File: config.mk
export PLATFORM = sky130hd
export DESIGN_NAME = cond_stage
export DESIGN_NICKNAME = d
export VERILOG_FILES = /design/src/rtl/cond_stage.sv
export SDC_FILE = /design/constraint.sdc
export NUM_CORES = 1
export LEC_CHECK = 0
export CAP_MARGIN = 10
export CORE_MARGIN = 2
export CORE_UTILIZATION = 30
export DETAILED_ROUTE_END_ITERATION = 10
export HOLD_SLACK_MARGIN = 0.05
export PLACE_DENSITY = 0.64
export SYNTH_ARGS = -nofsm -noshare
export SYNTH_HDL_FRONTEND = slang
export SYNTH_SLANG_ARGS = --single-unit
File: constraint.sdc
create_clock -name clk -period 2.33 [get_ports clk]
set_input_delay 0.233 -clock clk [delete_from_list [all_inputs] [get_ports clk]]
set_output_delay 0.233 -clock clk [all_outputs]
set_load 0.01 [all_outputs]
File: src/rtl/cond_stage.sv
// cond_stage: execute-to-memory stage behind the ALU.
// Owns the architectural NZCV flag register, evaluates each instruction's
// condition code against it, commits the ALU flags for executed instructions
// and registers the result plus condition-gated write controls into EX/MEM.
// Optional build macro: COND_PERF_CNT_EN adds exec/squash performance counters;
// without it exec_cnt and squash_cnt are tied to zero.
module cond_stage (
    input  logic        clk,
    input  logic        rst_n,
    input  logic        flush,
    input  logic        in_valid,
    output logic        in_ready,
    input  logic [3:0]  cond,
    input  logic [1:0]  flag_w,
    input  logic        reg_w,
    input  logic        mem_w,
    input  logic        pc_s,
    input  logic        no_write,
    input  logic [31:0] alu_result,
    input  logic [3:0]  alu_flags,
    input  logic [31:0] write_data,
    input  logic [3:0]  wa,
    output logic        out_valid,
    input  logic        out_ready,
    output logic [31:0] out_alu_result,
    output logic [31:0] out_write_data,
    output logic [3:0]  out_wa,
    output logic        out_reg_w,
    output logic        out_mem_w,
    output logic        out_pc_s,
    output logic        out_cond_ex,
    output logic [3:0]  flags,
    output logic [31:0] exec_cnt,
    output logic [31:0] squash_cnt
);

    // Handshake: a transfer on either side happens on a rising edge where that
    // side's valid and ready are both high; once out_valid is raised, it and the
    // whole out_* payload hold until out_ready is seen high. in_ready depends
    // only on out_valid/out_ready, never on in_valid. flush overrides everything.

    logic [3:0] flags_q;
    logic       cond_ex;
    logic       accept;
    logic       f_n;
    logic       f_z;
    logic       f_c;
    logic       f_v;

    assign {f_n, f_z, f_c, f_v} = flags_q;
    assign flags    = flags_q;
    assign in_ready = !out_valid | out_ready;
    assign accept   = in_valid & in_ready & !flush;

    // Condition check against the committed flags (no bypass from this instruction)
    always_comb begin
        cond_ex = 1'b1;
        case (cond)
            4'b0000: cond_ex = f_z;
            4'b0001: cond_ex = !f_z;
            4'b0010: cond_ex = f_c;
            4'b0011: cond_ex = !f_c;
            4'b0100: cond_ex = f_n;
            4'b0101: cond_ex = !f_n;
            4'b0110: cond_ex = f_v;
            4'b0111: cond_ex = !f_v;
            4'b1000: cond_ex = f_c & !f_z;
            4'b1001: cond_ex = !f_c | f_z;
            4'b1010: cond_ex = (f_n == f_v);
            4'b1011: cond_ex = (f_n != f_v);
            4'b1100: cond_ex = !f_z & (f_n == f_v);
            4'b1101: cond_ex = f_z | (f_n != f_v);
            default: cond_ex = 1'b1;  // AL, and 1111 behaves as AL
        endcase
    end

    // Flag register: N/Z and C/V halves commit independently for executed instructions
    always_ff @(posedge clk or negedge rst_n) begin
        if (!rst_n) begin
            flags_q <= 4'b0000;
        end else if (accept && cond_ex) begin
            if (flag_w[1]) flags_q[3:2] <= alu_flags[3:2];
            if (flag_w[0]) flags_q[1:0] <= alu_flags[1:0];
        end
    end

    // EX/MEM register: load on accept, drain on downstream take, kill on flush
    always_ff @(posedge clk or negedge rst_n) begin
        if (!rst_n) begin
            out_valid      <= 1'b0;
            out_alu_result <= 32'h0;
            out_write_data <= 32'h0;
            out_wa         <= 4'h0;
            out_reg_w      <= 1'b0;
            out_mem_w      <= 1'b0;
            out_pc_s       <= 1'b0;
            out_cond_ex    <= 1'b0;
        end else if (flush) begin
            out_valid <= 1'b0;
        end else if (accept) begin
            out_valid      <= 1'b1;
            out_alu_result <= alu_result;
            out_write_data <= write_data;
            out_wa         <= wa;
            out_reg_w      <= reg_w & cond_ex & !no_write;
            out_mem_w      <= mem_w & cond_ex;
            out_pc_s       <= pc_s & cond_ex;
            out_cond_ex    <= cond_ex;
        end else if (out_ready) begin
            out_valid <= 1'b0;
        end
    end

`ifdef COND_PERF_CNT_EN
    logic [31:0] exec_cnt_q;
    logic [31:0] squash_cnt_q;

    // Performance counters: executed vs squashed accepts, free-running wrap
    always_ff @(posedge clk or negedge rst_n) begin
        if (!rst_n) begin
            exec_cnt_q   <= 32'h0;
            squash_cnt_q <= 32'h0;
        end else if (accept) begin
            if (cond_ex) exec_cnt_q   <= exec_cnt_q + 32'd1;
            else         squash_cnt_q <= squash_cnt_q + 32'd1;
        end
    end

    assign exec_cnt   = exec_cnt_q;
    assign squash_cnt = squash_cnt_q;
`else
    assign exec_cnt   = 32'h0;
    assign squash_cnt = 32'h0;
`endif

endmodule

After elaboration in Yosys (flattened, before gate mapping) --
Index checks and enable logic that the tools add are counted. Widths: inputs -> output; s select.
Storage, ports and cells: flip-flop bits (word level) 77, input port bits 87, output and inout port bits 142, logic and storage cells 54
Operators by class: eq/ne operators 15, muxes and demuxes 4, bitwise gates (word level) 12, reduce and logical (&&, ||, !) cells 13
Operators with widths (count):
- $eq 4x4->1 const B | 6
- $eq 4x3->1 const B | 4
- $pmux 1 s14 | 1
- $and 1x1->1 | 8
- $eq 4x2->1 const B | 2
- $logic_not 1->1 | 7
- $reduce_and 2->1 | 3
- $eq 4x1->1 const B | 1
- $logic_not 4->1 | 1
- $mux 1 | 3
- $or 1x1->1 | 3
- $reduce_bool 3->1 | 1
- $eq 1x1->1 | 1
- $logic_and 1x1->1 | 1
- $ne 1x1->1 | 1
- $not 1->1 | 1

Logic depth before layout (Yosys ltp) --
Gate-level depths: netlist of the first run.
word-level depth 6, depth in mapped cells 6, gate-level depth less buffers 5

Worst setup path after synthesis of the first run --
OpenSTA, ideal clock, no wires.
path kind register to register, start point reg flags_q[3], in the netlist flags[3], end point reg flags_q[0], in the netlist flags[0], library setup time 0.125 ns, arrival time 1.666 ns, required time 2.205 ns, slack 0.539 ns, stages on the path, launching flop included 6, path buffers 0, clock period less this slack 1.791 ns, cell sequence dfrtp_1 -> xor2_1 -> nor4b_1 -> o311ai_2 -> a31oi_1 -> mux2_2
On the way: cells in the longest elaborated chain, start to end 5, elaborated cells between the ends (all ways) 8, classes of those cells eq/ne: 2; mux: 1; bitwise: 2; reduce/logical: 3
RTL lines:
- start, declared | RTL line 42 | logic [3:0] flags_q;
- start signal, assigned | RTL line 82 | if (flag_w[1]) flags_q[3:2] <= alu_flags[3:2];
- $ne 1x1->1 / $eq 1x1->1 (equally long branches)
- $or 1x1->1 / $and 1x1->1 (equally long branches) | RTL line 72, 71
- $pmux 1 s14 (*) | RTL line 58 | case (cond)
- $logic_and 1x1->1 (*) | RTL line 81 | end else if (accept && cond_ex) begin
- $reduce_and 2->1 (no line) (*)
Every way passes the cells marked *; elsewhere a longest branch is shown, timed or not. A chain may end at the register's enable or synchronous reset.

Final worst setup path of the first run --
start point reg flags_q[3], in the netlist flags[3], end point reg flags_q[1], in the netlist flags[1]
Same word-level chain as after synthesis.

==> impl_metrics.ini, run 1 <==
[outcome]
outcome = finished clean

[synthesis]
synthCells = 268
synth.avg_cell_area_sq_um = 13.2
seq_area_frac_synth_pct = 54.3
synth_fa_ha_area_share_pct = 0
ys_ff_latch = 77
synth_top_family_by_area = multiplexers
ys_warn_count = 0
synth_xor_area_share_pct = 0.740
netlist_area_sq_um = 3550
yosys.area_share.simple_pct = 3.42
synth-compound-area-share_pct = 2.92
muxShareOfSynthArea_pct = 23.1
synth.distinct_cells = 31

[clocking]
clk_latency_ns = 0.33
postCtsSetupRepairBufs = 0
clock-sinks = 77
clk_pin_slew_ns = 0.06
clk_path_buf_depth = 2
cts_tree = built
clockRootBuffer = clkbuf_16
cts.htree.levels = 3
cts-buffers-inserted = 9
cts_resized = 0
ctsHoldBuffers = 1

[power]
power_mw = 4.71
irDropWorstVdd_uv = 511
p_leak_nw = 2.33
powerDensity_nw_per_um2 = 857

[route]
via_per_inst = 4.24
drtPass1Iterations = 3
drt_wl_total_microns = 8340
wl_per_cell_microns = 14.3
drc_errors = 0
initialDrtViolationCount = 49
vias = 2481
ant_nets = 0

[timing]
fin_crit_ns = 1.94
hold_ws_ns = 0.384
setup_violations = 0
fmax_mhz = 515
slew_viol_final = 0
layout_worst_path_cycle_share_pct = 83.3
grt_setup_unrepaired = false
finalHoldViolations = 0
skew_ns = 0.00639
finalSetupTns_ns = 0
layout_setup_ws_ns = 0.390

[layout]
area_delta_synth_final_pct = 54.8
fill_cells = 1028
diodes = 0
fin_area_sq_um = 5500
instances_no_fill = 585
drive_above_1_share_pct = 21.7
nNetsFinal = 525
final_util_pct = 47.9

[critical_path]
critical_path_required_ns = 2.54
path_class = flip-flop to flip-flop
slowest_stage = dfrtp_1
startpoint_type = flip-flop
end_kind = flip-flop
crit_buf_inv = 0
crit_chain = xor2_1 -> nor4b_1 -> o311ai_2 -> a31oi_1 -> mux2_2
arrival_ns = 2.16
slowest_delay_ns = 0.43
critical_path.top_delay_family = compound AO/OA/AOI/OAI gates
critPathMaxFanout = 5

[placed_design]
portBuffers = 164
post_dp_cell_area_sq_um = 5140
place_ws_ns = 0.0934
dp_cells = 569
dp_hpwl_microns = 6270
place_congestion = 0.802

[flow_run]
max_cap_violations = 0

[hold_path]
hp-class = input port to asynchronous set/reset pin

[die]
die_area_sq_um = 12700
fp.dieH_microns = 113
row_count = 39
fp.dieW_microns = 113
initial_core_util_pct = 31.0
pin_count = 229
core-area_sq_um = 11500

[global_route]
grt_use_total_pct = 13.2
grt_pass1_vias = 2596
grt_pass1_wl_microns = 13000
antenna_found_initial = 0
grt_max_degree = 66
gr-total-overflow = 0
[cell usage after synthesis (all sizes together)]
cell type	count	area, sq um
and3	1	7.51
a21oi	2	10.0
o311ai	1	16.3
mux2i	1	10.0
inv	6	22.5
a32oi	1	8.76
nand3b	1	7.51
a32o	1	10.0
a211oi	1	7.51
buf	73	526
nor2	4	15.0
o22ai	3	18.8
o21ai	1	5.00
or3b	1	8.76
and2	2	15.0
conb	1	3.75
nor2b	2	12.5
nor3	1	5.00
dfrtp	77	1930
xnor2	2	17.5
nor4b	1	8.76
o31ai	1	7.51
nand2b	1	6.26
o21a	1	7.51
a31oi	2	12.5
mux2	72	811
xor2	1	8.76
nand2	6	22.5
nor3b	1	12.5
[cells by family after synthesis]
group | Yosys count
AND/OR/NAND/NOR | 21
buffers and inverters | 79
AO/OA/AOI/OAI | 14
XOR/XNOR | 3
other | 1
multiplexers | 73
flip-flops | 77
[where the power goes]
part | switching [mW] | internal (mW) | leakage [nW]
combinational | 0.508 | 0.821 | 1.25
clock | 0.548 | 1.08 | 0.169
sequential | 0.165 | 1.59 | 0.911
[cell usage in the layout (no fill, tap or decap), drive strengths merged, types with 2 or more instances in the layout]
master and instances:
dfrtp 77, nor2b 2, o22ai 3, a31oi 2, clkbuf 10, clkdlybuf4s50 163
bufinv 3, conb 64, nand2 6, buf 5, and2 2, nor2 4
mux2 72, a21oi 2, xnor2 2, inv 7
[flip-flops by register name, indices dropped and copies added (netlist names)]
register        cells
out_write_data     32
out_mem_w           1
out_reg_w           1
out_cond_ex         1
out_wa              4
out_valid           1
out_pc_s            1
out_alu_result     32
flags               4
[cell type report]
class	count	area (sq um)	area share [%]
clock inverters	5	108	1.96
clock buffers	10	239	4.35
inverters	6	22.5	0.410
well taps	143	179	3.25
multi-input cells	175	1320	24.0
repair buffers	169	1700	31.0
flip-flops and latches	77	1930	35.0
[metal layers]
| layer | GRT usage (%) | up-vias | share of wire (%) |
|---|---|---|---|
| li1 | - | 1122 | - |
| met3 | 8.41 | 11 | 14 |
| met4 | 5.61 | 0 | 1.6 |
| met1 | 13.7 | 1200 | 36 |
| met5 | 0 | - | 0 |
| met2 | 21.2 | 148 | 48 |
[final timing paths]
kind                            slack, ns                        endpoint                            from  depth (start not counted)
worst max-delay path                 0.39            flags[1]$_DFFE_PN0P_            flags[3]$_DFFE_PN0P_                          5
worst min-delay path                 0.38   out_write_data[6]$_DFFE_PN0P_                           rst_n                          2
worst max register to register       0.39            flags[1]$_DFFE_PN0P_            flags[3]$_DFFE_PN0P_                          5
worst min register to register       0.50  out_alu_result[11]$_DFFE_PN0P_  out_alu_result[11]$_DFFE_PN0P_                          1
max in group asynchronous            1.32           out_wa[1]$_DFFE_PN0P_                           rst_n                          3
min in group clk                     0.46           out_mem_w$_DFFE_PN0P_                           mem_w                          3
No activity file was read; power rests on OpenSTA's default activity.
==> run 2: changes to the inputs <==
==> constraint.sdc (replaced) <==
create_clock -name clk -period 1.9 [get_ports clk]
set_input_delay 0.19 -clock clk [delete_from_list [all_inputs] [get_ports clk]]
set_output_delay 0.19 -clock clk [all_outputs]
set_load 0.01 [all_outputs]
==> impl_metrics.ini, run 2 (same netlist as run 1, synthesis figures left out) <==
[layout]
final_util_pct = 49.4
layout_common_cells = clkdlybuf4s50_1, dfrtp_1, mux2_2
nNetsFinal = 539
fill_cells = 1031
diodes = 0
area_delta_synth_final_pct = 59.5
top_regs = out_alu_result x32, out_write_data x32
drive_above_1_share_pct = 26.0
final_common_cell = clkdlybuf4s50_1

[die]
initial_core_util_pct = 31.0
row_count = 39
core-area_sq_um = 11500
fp.dieH_microns = 113
pin_count = 229
die_area_sq_um = 12700
fp.dieW_microns = 113

[clocking]
clockRootBuffer = clkbuf_16
clk_pin_slew_ns = 0.06
clock-sinks = 77
clk_latency_ns = 0.33
cts-buffers-inserted = 9
cts_tree = built
cts.htree.levels = 3
clk_path_buf_depth = 2

[power]
swShare_pct = 29.1
irDropWorstVdd_uv = 431
seq_power_share_pct = 39.0
p_switching_mw = 1.63
comb_power_share_pct = 32.6
clkPwrFrac_pct = 28.4
p_leak_nw = 2.38
p_int_mw = 3.97
powerDensity_nw_per_um2 = 989

[critical_path]
critical_path_required_ns = 2.11
path_class = flip-flop to flip-flop
arrival_ns = 2.07
critPathMaxFanout = 4
slowest_stage = dfrtp_2
startpoint_type = flip-flop
end_kind = flip-flop
crit_chain = or3b_1 -> a21oi_2 -> o31ai_4 -> a31oi_2 -> mux2_2
slowest_delay_ns = 0.43

[route]
wl_per_cell_microns = 14.7
drt_wl_total_microns = 8840
drtPass1Iterations = 4
vias = 2556
drc_errors = 0
via_per_inst = 4.26
initialDrtViolationCount = 29
ant_nets = 0

[global_route]
grt_use_total_pct = 13.7
grt_max_degree = 41
grt_pass1_wl_microns = 13600
grt_pass1_vias = 2682
antenna_found_initial = 0
gr-total-overflow = 0

[timing]
fin_crit_ns = 1.87
layout_worst_path_cycle_share_pct = 98.2
skew_ns = 0.00621
slew_headroom_pct = 65.7
setup_violations = 0
fmax_mhz = 536
finalHoldViolations = 0
worst_slew_pin_slew_ns = 0.515
finalSetupTns_ns = 0
slew_viol_final = 0

[placed_design]
place_congestion = 0.779
portBuffers = 164
dp_hpwl_microns = 6690

[outcome]
outcome = finished clean

[flow_run]
max_cap_violations = 0

[hold_path]
hp-class = input port to asynchronous set/reset pin
-- run 2: changes by cell type in the layout (fill, tap and decap cells not counted), moves of 2 or more --
| cell | change |
|---|---|
| a31oi_1 | -2 |
| dfrtp_1 | -2 |
| buf_12 | +3 |
| clkinvlp_4 | +2 |
| dfrtp_2 | +2 |
| buf_4 | +11 |
| bufinv_16 | -3 |
| inv_6 | +2 |
-- run 2: layer usage --
metal  up-vias  share of wire [%]  routed length [microns]  track usage (%)
li1       1151                  -                        -                -
met5         -                  0                        0                0
met4         0               0.95                       84             4.88
met3         4                 13                     1180             7.82
met1      1251                 35                     3070             13.9
met2       150                 51                     4510             23.5
-- run 2: path summary, 6_finish.rpt --
check	from	end	slack [ns]	depth (start not counted)
min in group clk	mem_w	out_mem_w$_DFFE_PN0P_	0.43	3
max in group asynchronous	rst_n	flags[3]$_DFFE_PN0P_	0.91	3
worst min register to register	out_alu_result[17]$_DFFE_PN0P_	out_alu_result[17]$_DFFE_PN0P_	0.50	1
worst max register to register	flags[3]$_DFFE_PN0P_	flags[0]$_DFFE_PN0P_	0.03	5
worst min-delay path	rst_n	out_write_data[16]$_DFFE_PN0P_	0.37	2
worst max-delay path	flags[3]$_DFFE_PN0P_	flags[0]$_DFFE_PN0P_	0.03	5
-- run 2: power groups by stage --
stage          registers [mW]  clock network, mW  logic [mW]
2_1_floorplan            2.31                  0       0.625
3_3_place_gp             2.16                  0        1.70
3_5_place_dp             2.18                  0        1.73
4_1_cts                  2.16               1.66        1.75
5_1_grt                  2.23               1.72        1.94
6_report                 2.18               1.59        1.83
-- run 2: stage by stage --
| stage | power (mW) | hold slack (ns) | area [sq um] | cells | setup WS, ns |
|---|---|---|---|---|---|
| after floorplan | 2.93 | -0.106 | 3790 | 331 | 0.109 |
| after CTS | 5.56 | 0.390 | 5580 | 599 | 0.0148 |
| final | 5.60 | 0.369 | 5660 | 600 | 0.0337 |
| after detailed placement | 3.90 | 0.206 | 5280 | 582 | -0.239 |
| after global routing | 5.90 | 0.421 | 5660 | 600 | -0.0519 |
| after global placement | 3.86 | 0.206 | 5280 | 582 | -0.166 |
-- run 2: area by class of cell --
class | count | area, sq um | area share, %
Clock buffer | 10 | 229 | 4.04
Multi-Input combinational cell | 175 | 1410 | 24.9
Tap cell | 143 | 179 | 3.16
Timing Repair Buffer | 183 | 1850 | 32.6
Sequential cell | 77 | 1930 | 34.1
Inverter | 6 | 22.5 | 0.398
Clock inverter | 6 | 46.3 | 0.817
-- run 2: critical path: cells and delay by family, from the launching register on --
kind            cells  cell delay, ns
flops               1            0.43
mux                 1            0.35
compound gates      3            0.57
simple gates        1            0.40
-- run 2: timing repair --
action | in CTS | in global routing
endpoints found under the hold margin | 37 | 0
buffers inserted | 0 | 1
gates resized for setup | 2 | 14
hold buffers | 1 | 0
setup endpoints to repair | 2 | 4
pin swaps | 0 | 5
==> run 3: changes to the inputs <==
--- a/config.mk
+++ b/config.mk
@@ -5,7 +5,7 @@
 export SDC_FILE = /design/constraint.sdc
 export NUM_CORES = 1
 export LEC_CHECK = 0
-export CAP_MARGIN = 10
+export CAP_MARGIN = 20
 export CORE_MARGIN = 2
 export CORE_UTILIZATION = 30
 export DETAILED_ROUTE_END_ITERATION = 10
==> results of run 3 <==
The final DEF is identical to that of run 2; final timing and power are the same.
